--- src/rtl/seg_arb_pkg.sv ---
// Shared types and constants for the 7-segment display arbiter.
package seg_arb_pkg;

    localparam int DISP_W = 16;

    // Value shown on disp_num before any source has ever been granted.
    localparam logic [DISP_W-1:0] BLANK_PATTERN = 16'h0000;

    typedef enum logic [1:0] {
        S_IDLE = 2'd0,
        S_HOLD = 2'd1,
        S_SHOW = 2'd2
    } state_t;

    // Width of a counter that must reach n; never narrower than one bit.
    function automatic int cnt_w(input longint n);
        return (n > 0) ? $clog2(n + 1) : 1;
    endfunction

endpackage

--- src/rtl/seg_display_arbiter_rr_pick.sv ---
// Combinational round-robin picker: first set request at or above ptr, wrapping.
module rr_pick #(
    parameter int N_REQ = 4
) (
    input  logic [N_REQ-1:0]         req,
    input  logic [$clog2(N_REQ)-1:0] ptr,
    output logic                     grant_valid,
    output logic [$clog2(N_REQ)-1:0] grant_idx
);

    localparam int IDX_W = $clog2(N_REQ);

    function automatic logic [IDX_W-1:0] wrap_idx(input logic [IDX_W-1:0] p, input int off);
        int s;
        s = int'(p) + off;
        if (s >= N_REQ) s = s - N_REQ;
        return IDX_W'(s);
    endfunction

    // NOTE: every output gets a default before the loop so no latch is inferred.
    always_comb begin
        grant_valid = 1'b0;
        grant_idx   = '0;
        // Scan from the farthest offset down so the closest set bit wins last.
        for (int off = N_REQ - 1; off >= 0; off--) begin
            if (req[wrap_idx(ptr, off)]) begin
                grant_valid = 1'b1;
                grant_idx   = wrap_idx(ptr, off);
            end
        end
    end

endmodule

--- src/rtl/seg_display_arbiter.sv ---
// Round-robin sharing of one 4-digit 7-segment display among N_REQ requesters,
// with a minimum dwell after each grant and optional blanking when left idle.
module seg_display_arbiter
    import seg_arb_pkg::*;
#(
    parameter int N_REQ        = 4,
    parameter int HOLD_CYCLES  = 100_000_000,
    parameter int BLANK_CYCLES = 1_000_000_000
) (
    input  logic                      clk,
    input  logic                      rst,
    input  logic [N_REQ-1:0]          req_valid,
    input  logic [DISP_W*N_REQ-1:0]   req_data,
    output logic [N_REQ-1:0]          req_ack,
    output logic [DISP_W-1:0]         disp_num,
    output logic                      disp_blank,
    output logic [$clog2(N_REQ)-1:0]  disp_src,
    output logic                      busy
);

    localparam int SRC_W  = $clog2(N_REQ);
    localparam int HOLD_W = cnt_w(HOLD_CYCLES);
    localparam int IDLE_W = cnt_w(BLANK_CYCLES);

    localparam logic [HOLD_W-1:0] HOLD_LAST = HOLD_W'(HOLD_CYCLES - 1);
    localparam logic [IDLE_W-1:0] IDLE_LAST = IDLE_W'(BLANK_CYCLES - 1);
    localparam logic [SRC_W-1:0]  SRC_LAST  = SRC_W'(N_REQ - 1);
    localparam bit                BLANK_EN  = (BLANK_CYCLES != 0);

    state_t             state, state_next;
    logic [SRC_W-1:0]   ptr;
    logic [HOLD_W-1:0]  hold_cnt;
    logic [IDLE_W-1:0]  idle_cnt;

    logic               pick_valid;
    logic [SRC_W-1:0]   pick_idx;
    logic [N_REQ-1:0]   open_mask;
    logic               grant;
    logic               hold_done;
    logic               idle_done;
    logic               refresh;
    logic [SRC_W-1:0]   ptr_next;
    logic [DISP_W-1:0]  pick_data;
    logic [DISP_W-1:0]  owner_data;

    // A source whose ack is still on the wire is never re-granted in that cycle.
    assign open_mask = req_valid & ~req_ack;

    rr_pick #(.N_REQ(N_REQ)) u_pick (
        .req         (open_mask),
        .ptr         (ptr),
        .grant_valid (pick_valid),
        .grant_idx   (pick_idx)
    );

    assign grant      = (state == S_IDLE || state == S_SHOW) && pick_valid;
    assign hold_done  = (hold_cnt == HOLD_LAST);
    assign idle_done  = BLANK_EN && (idle_cnt == IDLE_LAST);
    assign refresh    = req_valid[disp_src] && !req_ack[disp_src];
    assign ptr_next   = (pick_idx == SRC_LAST) ? '0 : pick_idx + 1'b1;
    assign pick_data  = req_data[int'(pick_idx) * DISP_W +: DISP_W];
    assign owner_data = req_data[int'(disp_src) * DISP_W +: DISP_W];

    // NOTE: sequential state is updated with non-blocking assignments only.
    always_ff @(posedge clk or posedge rst) begin
        if (rst) state <= S_IDLE;
        else     state <= state_next;
    end

    always_comb begin
        state_next = state;
        unique case (state)
            S_IDLE:  if (pick_valid) state_next = S_HOLD;
            S_HOLD:  if (hold_done)  state_next = S_SHOW;
            S_SHOW: begin
                if (pick_valid)     state_next = S_HOLD;
                else if (idle_done) state_next = S_IDLE;
            end
            default: state_next = S_IDLE;
        endcase
    end

    always_comb begin
        busy = (state == S_HOLD);
    end

    always_ff @(posedge clk or posedge rst) begin
        if (rst) begin
            disp_num   <= BLANK_PATTERN;
            disp_blank <= 1'b1;
            disp_src   <= '0;
            req_ack    <= '0;
            ptr        <= '0;
            hold_cnt   <= '0;
            idle_cnt   <= '0;
        end else begin
            req_ack <= '0;
            if (grant) begin
                disp_num          <= pick_data;
                disp_src          <= pick_idx;
                req_ack[pick_idx] <= 1'b1;
                disp_blank        <= 1'b0;
                ptr               <= ptr_next;
                hold_cnt          <= '0;
            end else if (state == S_HOLD) begin
                hold_cnt <= hold_cnt + 1'b1;
                if (hold_done) idle_cnt <= '0;
                // The owner may update its value mid-dwell without extending it.
                if (refresh) begin
                    disp_num          <= owner_data;
                    req_ack[disp_src] <= 1'b1;
                end
            end else if (state == S_SHOW) begin
                if (idle_done) disp_blank <= 1'b1;
                else           idle_cnt   <= idle_cnt + 1'b1;
            end
        end
    end

endmodule

--- config.mk ---
export PLATFORM = sky130hd
export DESIGN_NAME = seg_display_arbiter
export DESIGN_NICKNAME = d
export VERILOG_FILES = /design/src/rtl/seg_arb_pkg.sv /design/src/rtl/seg_display_arbiter_rr_pick.sv /design/src/rtl/seg_display_arbiter.sv
export SDC_FILE = /design/constraint.sdc
export NUM_CORES = 1
export LEC_CHECK = 0
export CAP_MARGIN = 20
export CORE_UTILIZATION = 38
export DETAILED_ROUTE_END_ITERATION = 10
export REMOVE_ABC_BUFFERS = 1
export SLEW_MARGIN = 20
export SYNTH_ARGS = -nofsm -noshare
export SYNTH_HDL_FRONTEND = slang
export SYNTH_SLANG_ARGS = --single-unit
--- constraint.sdc ---
create_clock -name clk -period 7.14 [get_ports clk]
set_input_delay 1.071 -clock clk [delete_from_list [all_inputs] [get_ports clk]]
set_output_delay 1.071 -clock clk [all_outputs]
set_load 0.005 [all_outputs]
======== After elaboration in Yosys (flattened, before gate mapping) ========
Index checks and enable logic that the tools add are counted.
word-level totals
  register bits ........................... 84
  word-level logic and storage cells ...... 111
  bits of input ports ..................... 70
  output and inout bits ................... 24
operators by class
  add/subtract/negate cells ............... 10
  bitwise logic cells ..................... 3
  mux-type cells .......................... 50
  equality and inequality tests ........... 10
  shift operators ......................... 2
  $lt $le $gt $ge ......................... 12
  reduce and logical (&&, ||, !) cells .... 16
operators by type and width
  operator               count
  $shiftx 64x7->16       2
  $mux 30                4
  $mux 27                2
  $mux 16                3
  $add 30x1->30 const B  1
  $eq 30x30->1 const B   1
  $add 27x1->27 const B  1
  $eq 27x27->1 const B   1
  $mux 2                 13
  $lt 2x3->1 const B     6
  $mux 1                 16
  $bmux 1 s2             6
  $mux 4                 3
  $reduce_bool 2->1      5
  $ge 3x3->1 const B     3
  $sub 2x1->2 const B    4
  $add 2x2->3 const B    2
  $pmux 2 s3             1
  $reduce_and 3->1       2
  $and 4x4->4            1
  $demux 1 s2            2
  $eq 2x2->1 const B     2
  $ge 2x1->1 const B     2
  $logic_and 1x1->1      4
  other kinds (14)       16

======== Logic depth before layout (Yosys ltp) ========
Gate-level depths: netlist (run 1).
  depth after elaboration ................. 14
  gate-level depth with buffers ........... 10

======== Modules after synthesis ========
Synthesis (run 1) repeated with hierarchy kept, for this count alone.
second synthesis, totals
  cells, all modules ...................... 540
  area, all modules ....................... 5087.4 um^2
modules (own cells, without submodules)
  module               area an instance (um^2)  cells each  times used  sequential area each (um^2)
  seg_display_arbiter  5009.8                   527         1           2103.3
  rr_pick              77.6                     13          1           0.0

======== Worst setup path after synthesis (run 1) ========
Ideal clock, no wire load.
  path type ............................... input -> register
  start point ............................. input req_valid[0]
  end point ............................... register idle_cnt[18]
  path slack .............................. 4.191 ns
  path buffers ............................ 1
  stages on the path ...................... 7
  arrival time ............................ 2.830 ns
  path through ............................ nor2b_1 -> o41a_1 -> or4_1 -> buf_4 -> nor4b_4 -> xnor2_1 -> nor2_1
on the way
  cells in the longest elaborated chain, start to end .. 10
  elaborated cells between the ends (all ways) .. 16
ends and longest elaborated chain
  item                          line                               RTL
  start: declaration            seg_display_arbiter.sv:12          input logic [N_REQ-1:0] req_valid,
  $and 4x4->4 *                 seg_display_arbiter.sv:47          assign open_mask = req_valid & ~req_ack;
  $bmux 1 s2                    seg_display_arbiter_rr_pick.sv:26  if (req[wrap_idx(ptr, off)]) begin
  $mux 1 (not written as such)  seg_display_arbiter_rr_pick.sv:26
  $mux 1 (3 in series)          seg_display_arbiter_rr_pick.sv:26
  $mux 1 *                      seg_display_arbiter_rr_pick.sv:26
  $logic_and 1x1->1 *           seg_display_arbiter.sv:56          assign grant = (state == S_IDLE || state == S_SHOW) && pick_valid;
  $not 1->1 (no line) *         --
  $reduce_and 4->1 (no line) *  --
  end signal: assignment        seg_display_arbiter.sv:115         else idle_cnt <= idle_cnt + 1'b1;
  end: declaration              seg_display_arbiter.sv:33          logic [IDLE_W-1:0] idle_cnt;
Every way passes the cells marked *; elsewhere a longest branch is shown, timed or not. The select of a mux whose other input is x is not followed.
A chain may end at the register's enable or synchronous reset.

======== Worst setup path in the final report (run 1) ========
  start point ............................. input req_valid[1]
  end point ............................... register idle_cnt[28]
Same word-level chain as after synthesis.

==> results of run 1 <==
-- critical path, cell delays in order --
cell	delay, ns
sky130_fd_sc_hd__clkdlybuf4s50_1	0.42
sky130_fd_sc_hd__nor2b_4	0.15
sky130_fd_sc_hd__o41a_2	0.72
sky130_fd_sc_hd__or4_1	0.84
sky130_fd_sc_hd__nor3_1	0.36
sky130_fd_sc_hd__xnor2_1	0.20
sky130_fd_sc_hd__nor2_1	0.07
-- worst max path at each step --
stage                             from      endpoint  slack (ns)  cells past startpoint
after floorplan           req_valid[0]  disp_num[15]        2.95                      5
after global placement    req_valid[1]  disp_num[15]        3.10                      6
after detailed placement  req_valid[1]  idle_cnt[26]        3.18                      7
after CTS                 req_valid[1]  idle_cnt[28]        3.47                      7
after global routing      req_valid[1]   disp_num[4]        3.40                      7
final                     req_valid[1]  idle_cnt[28]        3.47                      7
-- Yosys cell counts, drive strengths merged (13+ instances only) --
master	number
dfrtp	83
nor2	55
nand2	50
mux2i	36
inv	31
o21ai	28
xnor2	21
xor2	19
nand3	18
a21oi	16
a221oi	16
a22oi	16
mux2	16
nand4	16
buf	14
nor3	13
-- final cells by class --
class,count,share of cell area
clock inverter,5,0.0161
tap,176,0.0330
sequential,84,0.315
multi-input combinational,413,0.434
clock buffer,11,0.0363
timing repair buffer,100,0.148
inverter,32,0.0182
-- through the flow --
stage	utilization	cells	hold WS, ns
floorplan	-	529	0.491
global placement	0.473	805	0.507
detailed placement	0.474	805	0.507
CTS	0.500	821	0.517
global route	0.501	821	0.531
finish	0.501	821	0.521
-- report_power, final --
part	total [uW]	leakage [uW]	switching, uW	internal, uW
clock network	548	0.000170	194	354
logic	135	0.00185	53.4	82.1
registers	496	0.000944	7.38	488
total	1180	0.00297	255	924
-- metal layers --
metal  up-vias  wire [um]  share of wire  track usage
met2        85       6820           0.50        0.332
met3        18        397          0.029       0.0369
li1       2172          -              -            -
met1      2258       6310           0.46        0.259
met4         0        227          0.016       0.0641
met5         -          0              0            0
-- state kept, by name (all words and copies together), names as in the netlist --
register    count
hold_cnt       27
ptr             2
idle_cnt       30
disp_blank      1
disp_num       16
disp_src        2
req_ack         4
state           2
-- kinds of logic (layout without fill, tap and decap cells) --
kind of cell	count (synthesis)	count (layout)	synth area share
AO/OA/AOI/OAI	94	94	0.126
XOR/XNOR	40	40	0.0671
adder cells (fa/ha/maj)	10	10	0.0240
buffers and inverters	55	148	0.0455
flip-flops	84	84	0.403
multiplexers	52	52	0.103
AND/OR/NAND/NOR	217	217	0.231
==> impl_table.tex, run 1 <==
\begin{tabular}{lr}
\hline
Metric & Value \\
\hline
\multicolumn{2}{l}{\textbf{Outcome}} \\
\quad Outcome & finished clean \\
\multicolumn{2}{l}{\textbf{Setup path}} \\
\quad Worst Path Required & 7.32 ns \\
\quad Kind of end point of the critical path & flop \\
\quad Critical path data arrival time & 3.85 ns \\
\quad Critical path class & input pin to flop \\
\quad FF-to-FF End & hold\_cnt[26] \\
\quad Setup slack, reg-to-reg & 3.93 ns \\
\quad Worst reg-to-reg path cell count & 8 \\
\quad Type of origin of the critical path & input pin \\
\quad Critical path peak fanout & 23 \\
\quad Launch point of the worst reg-to-reg path & state[1] \\
\multicolumn{2}{l}{\textbf{Placement}} \\
\quad Worst slack at placement & roughly 3.2 ns \\
\quad Placed standard-cell area & between 6000 and 7000 um\^{}2 \\
\quad Last weighted congestion value of the routability-driven placer & between 0.8 and 0.9 \\
\quad Post-DP HPWL & 9520 um \\
\quad Number of input and output port buffers inserted & 93 \\
\multicolumn{2}{l}{\textbf{Timing}} \\
\quad Minimum period implied by the final worst setup slack & roughly 3.7 ns \\
\quad Final count of hold timing violations & 0 \\
\quad Transition time at the pin with the least slew margin & between 1 and 1.5 ns \\
\quad Clk\_skew & between 0.006 and 0.007 ns \\
\quad Final slew viol count & 0 \\
\quad Crit share post-route & 0.514 \\
\quad Normalized max-slew margin & 0.318 \\
\quad Setup TNS & 0 ns \\
\quad Worst path setup slack after routing & 3.47 ns \\
\quad Unrepaired setup endpoints after global routing & no \\
\quad Maximum operating frequency & roughly 270 MHz \\
\quad Setup violators final & 0 \\
\multicolumn{2}{l}{\textbf{Routing}} \\
\quad 1st-iter DRT viols & 242 \\
\quad Post-Route WL & approximately 14000 um \\
\quad Residual antenna-violating net count after detailed routing & 0 \\
\quad Via count & between 4000 and 5000 \\
\quad Number of DRC violations after detailed routing & 0 \\
\quad Vias/cell & 5.52 \\
\quad Pre-Repair DR Iteration Count & 5 \\
\quad Routed WL per cell & between 15 and 20 um \\
\multicolumn{2}{l}{\textbf{Floorplanning}} \\
\quad Chip width & approximately 120 um \\
\quad Total Die Area & approximately 14000 um\^{}2 \\
\quad Std-Cell Core Area & 13300 um\^{}2 \\
\quad Initial standard-cell utilization of the core & 0.391 \\
\quad I/O Pins & 94 \\
\quad Die Height & 119 um \\
\quad Number of placement rows & 42 \\
\multicolumn{2}{l}{\textbf{Layout}} \\
\quad Seq. cell area & roughly 2100 um\^{}2 \\
\quad Final-stage net count & 720 \\
\quad Final standard cell area without fillers & 6680 um\^{}2 \\
\quad Filler instances & 1240 \\
\quad Antenna diodes & 0 \\
\quad Area of the multi-input gates & 2900 um\^{}2 \\
\quad Fraction of layout cells with a size suffix above 1 & 0.0899 \\
\quad Most common library cell in the layout ignoring fill and taps & sky130\_fd\_sc\_hd\_\_clkdlybuf4s50\_1 \\
\quad Relative area change from synthesis to final layout & 28.0\% \\
\quad Most frequent cells in the layout & sky130\_fd\_sc\_hd\_\_clkdlybuf4s50\_1, sky130\_fd\_sc\_hd\_\_dfrtp\_1, sky130\_fd\_sc\_hd\_\_nor2\_1, sky130\_fd\_sc\_hd\_\_nand2\_1, sky130\_fd\_sc\_hd\_\_mux2i\_1 \\
\multicolumn{2}{l}{\textbf{Logic synthesis}} \\
\quad Sequential-to-total area share from yosys stat & 0.403 \\
\quad Avg Synthesized Cell Area & around 9.5 um\^{}2 \\
\quad Post-synth ARST share & 1.00 \\
\quad Number of synthesized register bits & 84 \\
\quad Synth cell types & 58 \\
\quad Leading cell types by total area after synthesis & sky130\_fd\_sc\_hd\_\_dfrtp\_1, sky130\_fd\_sc\_hd\_\_mux2i\_1, sky130\_fd\_sc\_hd\_\_nor2\_1, sky130\_fd\_sc\_hd\_\_nand2\_1, sky130\_fd\_sc\_hd\_\_xnor2\_1 \\
\quad Number of warnings issued by yosys & 0 \\
\quad Cell area after synthesis & 5220 um\^{}2 \\
\quad Most used flip-flop cell after synthesis & sky130\_fd\_sc\_hd\_\_dfrtp\_1 \\
\quad Post-Syn Instances & 552 \\
\quad Library cell with the largest summed area after synthesis & sky130\_fd\_sc\_hd\_\_dfrtp\_1 \\
\quad Portion of synthesized cell area occupied by the leading cell type & 0.398 \\
\quad Count of flip-flops with a built-in enable after synthesis & 0 \\
\multicolumn{2}{l}{\textbf{Power}} \\
\quad Worst-case vdd ir drop & 0.119 mV \\
\quad Total power consumption of the routed design & 1180 uW \\
\quad PD cells & between 150 and 200 nW/um\^{}2 \\
\quad Leakage & around 0.0030 uW \\
\multicolumn{2}{l}{\textbf{Clock tree}} \\
\quad Clock Latency Late Sink & approximately 0.34 ns \\
\quad CTS clk-pin slew, worst paths & 0.06 ns \\
\quad TritonCTS buffer count & 9 \\
\quad Post-CTS Hold Buffers & 0 \\
\quad CTS tree & built \\
\quad Number of gates resized after cts & 0 \\
\quad Root buffer cell & sky130\_fd\_sc\_hd\_\_clkbuf\_16 \\
\quad Maximum level of the CTS H-tree & 3 \\
\quad Setup Buffers After CTS & 0 \\
\quad Deepest clock path buffer count & 2 \\
\quad Number of clock sinks & 84 \\
\multicolumn{2}{l}{\textbf{GRT}} \\
\quad Maximum number of pins on one net before global-route repair & 85 \\
\quad GRT Total Usage & 0.199 \\
\quad Sum of overflow across all layers after global routing & 0 \\
\quad Number of antenna violations at the first check in global routing & 0 \\
\quad Vias in the first global route & 4471 \\
\quad First-pass GRT wire length & roughly 22000 um \\
\multicolumn{2}{l}{\textbf{Worst hold path}} \\
\quad Hold-critical path endpoint & disp\_blank \\
\quad Worst Hold Class & flop to flop \\
\quad Hold wc startpoint & disp\_blank \\
\quad Number of stages on the worst hold path & 1 \\
\multicolumn{2}{l}{\textbf{Flow run}} \\
\quad \# Max-Cap Violations & 0 \\
\hline
\end{tabular}
No activity file was read; power rests on OpenSTA's default activity.
==> run 2, diff against run 1 <==
==> constraint.sdc (replaced) <==
create_clock -name clk -period 3.6 [get_ports clk]
set_input_delay 0.54 -clock clk [delete_from_list [all_inputs] [get_ports clk]]
set_output_delay 0.54 -clock clk [all_outputs]
set_load 0.005 [all_outputs]
==> run 2 against run 1 <==
Sequential share of layout area about the same. Final cell count grew 0.61%. Clock skew rose by 0.0034 ns. Combinational power up 99%. Clock power is 75% higher. Register-to-register slack worse by 3.3 ns. Sequential power up 98%. Via count hardly changed. Global-route usage is 0.40 points higher. Non-clock buffer count rose by 5. Largest power group is now registers. Highest routed layer unchanged.
==> impl_table.tex, run 2 (synthesis results as in run 1) <==
\begin{tabular}{lr}
\hline
Metric & Value \\
\hline
\multicolumn{2}{l}{\textbf{Outcome}} \\
\quad Outcome & finished clean \\
\multicolumn{2}{l}{\textbf{Timing}} \\
\quad Clk\_skew & 0.0104 ns (+0.00344 ns) \\
\quad Minimum period implied by the final worst setup slack & 2.94 ns \\
\quad Transition time at the pin with the least slew margin & 1.07 ns (+0.0518 ns) \\
\quad Smallest hold slack & 0.521 ns (-0.000388 ns) \\
\quad Maximum operating frequency & 341 MHz \\
\quad Crit share post-route & 0.815 \\
\quad Setup violators final & 0 (unchanged) \\
\quad Normalized max-slew margin & 0.288 (-0.0294) \\
\quad Final slew viol count & 0 (unchanged) \\
\quad Worst path setup slack after routing & 0.665 ns (-2.81 ns) \\
\quad Unrepaired setup endpoints after global routing & no \\
\quad Final count of hold timing violations & 0 (unchanged) \\
\multicolumn{2}{l}{\textbf{Floorplanning}} \\
\quad Die Height & 119 um (unchanged) \\
\quad Chip width & 119 um (unchanged) \\
\quad Std-Cell Core Area & 13300 um\^{}2 (unchanged) \\
\quad I/O Pins & 94 (unchanged) \\
\quad Initial standard-cell utilization of the core & 0.391 (unchanged) \\
\quad Total Die Area & 14200 um\^{}2 (unchanged) \\
\quad Number of placement rows & 42 (unchanged) \\
\multicolumn{2}{l}{\textbf{GRT}} \\
\quad Sum of overflow across all layers after global routing & 0 (unchanged) \\
\quad First-pass GRT wire length & 22700 um (+0.70\%) \\
\quad Vias in the first global route & 4501 (+0.67\%) \\
\quad Number of antenna violations at the first check in global routing & 0 (unchanged) \\
\quad Maximum number of pins on one net before global-route repair & 52 (-39\%) \\
\quad GRT Total Usage & 0.203 (+0.00402) \\
\multicolumn{2}{l}{\textbf{Layout}} \\
\quad Relative area change from synthesis to final layout & 28.0\% (about the same) \\
\quad Registers with the most flip-flops & idle\_cnt x30, hold\_cnt x27, disp\_num x16 \\
\quad Filler instances & 1282 (+3.4\%) \\
\quad Largest register FFs & 30 (unchanged) \\
\quad Most frequent cells in the layout & sky130\_fd\_sc\_hd\_\_clkdlybuf4s50\_1, sky130\_fd\_sc\_hd\_\_dfrtp\_1, sky130\_fd\_sc\_hd\_\_nor2\_1, sky130\_fd\_sc\_hd\_\_nand2\_1, sky130\_fd\_sc\_hd\_\_mux2i\_1 \\
\quad Fraction of layout cells with a size suffix above 1 & 0.0954 (+0.00546) \\
\quad Most common library cell in the layout ignoring fill and taps & sky130\_fd\_sc\_hd\_\_clkdlybuf4s50\_1 \\
\quad Final-stage net count & 725 (+0.69\%) \\
\quad Antenna diodes & 0 (unchanged) \\
\quad Register with the most flip-flops & idle\_cnt \\
\multicolumn{2}{l}{\textbf{Setup path}} \\
\quad Type of origin of the critical path & flop \\
\quad Kind of end point of the critical path & flop \\
\quad Worst Path Required & 3.87 ns (-3.45 ns) \\
\quad Critical path class & flop to flop \\
\quad Critical path data arrival time & 3.21 ns (-0.64 ns) \\
\quad Worst reg-to-reg path cell count & 6 (-2) \\
\quad Critical path peak fanout & 11 (-52\%) \\
\multicolumn{2}{l}{\textbf{Clock tree}} \\
\quad Post-CTS Hold Buffers & 0 (unchanged) \\
\quad Maximum level of the CTS H-tree & 3 (unchanged) \\
\quad Number of gates resized after cts & 0 (unchanged) \\
\quad Setup Buffers After CTS & 0 (unchanged) \\
\quad Deepest clock path buffer count & 2 (unchanged) \\
\quad CTS clk-pin slew, worst paths & 0.07 ns (about the same) \\
\quad Number of clock sinks & 84 (unchanged) \\
\quad TritonCTS buffer count & 9 (unchanged) \\
\quad Root buffer cell & sky130\_fd\_sc\_hd\_\_clkbuf\_16 \\
\quad CTS tree & built \\
\quad Clock Latency Late Sink & 0.35 ns (about the same) \\
\multicolumn{2}{l}{\textbf{Worst hold path}} \\
\quad Worst Hold Class & flop to flop \\
\quad Number of stages on the worst hold path & 1 (unchanged) \\
\multicolumn{2}{l}{\textbf{Routing}} \\
\quad Post-Route WL & 14000 um (+1.4\%) \\
\quad Via count & 4531 (-0.044\%) \\
\quad Residual antenna-violating net count after detailed routing & 0 (unchanged) \\
\quad Routed WL per cell & 16.9 um (+0.79\%) \\
\quad Vias/cell & 5.49 (-0.65\%) \\
\quad 1st-iter DRT viols & 242 (unchanged) \\
\quad Number of DRC violations after detailed routing & 0 (unchanged) \\
\quad Pre-Repair DR Iteration Count & 4 (-1) \\
\multicolumn{2}{l}{\textbf{Placement}} \\
\quad Post-DP HPWL & 9940 um (+4.4\%) \\
\quad Last weighted congestion value of the routability-driven placer & 0.828 (-1.9\%) \\
\quad Worst slack at placement & 0.399 ns (-2.78 ns) \\
\quad Number of input and output port buffers inserted & 93 (unchanged) \\
\multicolumn{2}{l}{\textbf{Power}} \\
\quad Leakage & 0.00297 uW (about the same) \\
\quad PD cells & 330 nW/um\^{}2 (+87\%) \\
\quad Worst-case vdd ir drop & 0.201 mV (+70\%) \\
\quad Comb power frac & 0.121 (+0.006) \\
\quad Proportion of power drawn by the clock network & 0.433 (-0.032) \\
\quad Int Pwr & 1710 uW (+85\%) \\
\quad Register share of total power & 0.445 (+0.025) \\
\quad Switch share & 0.228 (+0.0112) \\
\quad Switching power & 503 uW (+97\%) \\
\multicolumn{2}{l}{\textbf{Flow run}} \\
\quad \# Max-Cap Violations & 0 (unchanged) \\
\hline
\end{tabular}
[run 2: power groups by stage]
stage | combinational [uW] | clock, uW | sequential (uW)
final | 268 | 957 | 984
after floorplan | 104 | 0 | 1000
after global routing | 292 | 1010 | 986
after global placement | 265 | 0 | 1000
after CTS | 271 | 976 | 983
after detailed placement | 270 | 0 | 1000
[run 2: area by class of cell]
cell class,instances,area (um^2),area share
Timing Repair Buffer,105,1050,0.156
Clock inverter,4,47.5,0.00711
Clock buffer,12,256,0.0384
Tap cell,176,220,0.0329
Sequential cell,84,2100,0.315
Multi-Input combinational cell,413,2890,0.432
Inverter,32,121,0.0182
[run 2: metrics by stage]
stage / cells / util / TNS, ns / power [uW] / instance area (um^2)
after floorplan: 529 / - / -0.258 / 1100 / 5100
after global placement: 810 / 0.478 / 0 / 1270 / 6380
after detailed placement: 810 / 0.478 / 0 / 1270 / 6380
after CTS: 826 / 0.501 / 0 / 2230 / 6680
after global routing: 826 / 0.501 / 0 / 2280 / 6680
final: 826 / 0.501 / 0 / 2210 / 6680
[run 2: worst paths after layout]
path / startpoint / slack (ns) / endpoint
max in group asynchronous: rst / 2.22 / disp_blank
hold reg to reg: disp_blank / 0.52 / disp_blank
setup reg to reg: hold_cnt[10] / 0.66 / idle_cnt[12]
setup / recovery: hold_cnt[10] / 0.66 / idle_cnt[12]
min in group asynchronous: rst / 0.64 / disp_num[0]
hold / removal: disp_blank / 0.52 / disp_blank
[run 2: routing by layer]
layer / global-route usage / up-vias / part of all wire
met5: 0 / - / 0
met4: 0.0728 / 0 / 0.024
met3: 0.0460 / 27 / 0.036
met2: 0.347 / 112 / 0.50
met1: 0.250 / 2211 / 0.44
li1: - / 2181 / -
[run 2: worst max-delay path: stages (launching register included)]
cell and delay (ns):
sky130_fd_sc_hd__dfrtp_1 0.43, sky130_fd_sc_hd__or4_1 0.53, sky130_fd_sc_hd__nor4_1 0.49, sky130_fd_sc_hd__and4_1 0.56, sky130_fd_sc_hd__nor2_1 0.22, sky130_fd_sc_hd__or4_1 0.50, sky130_fd_sc_hd__a21oi_1 0.15
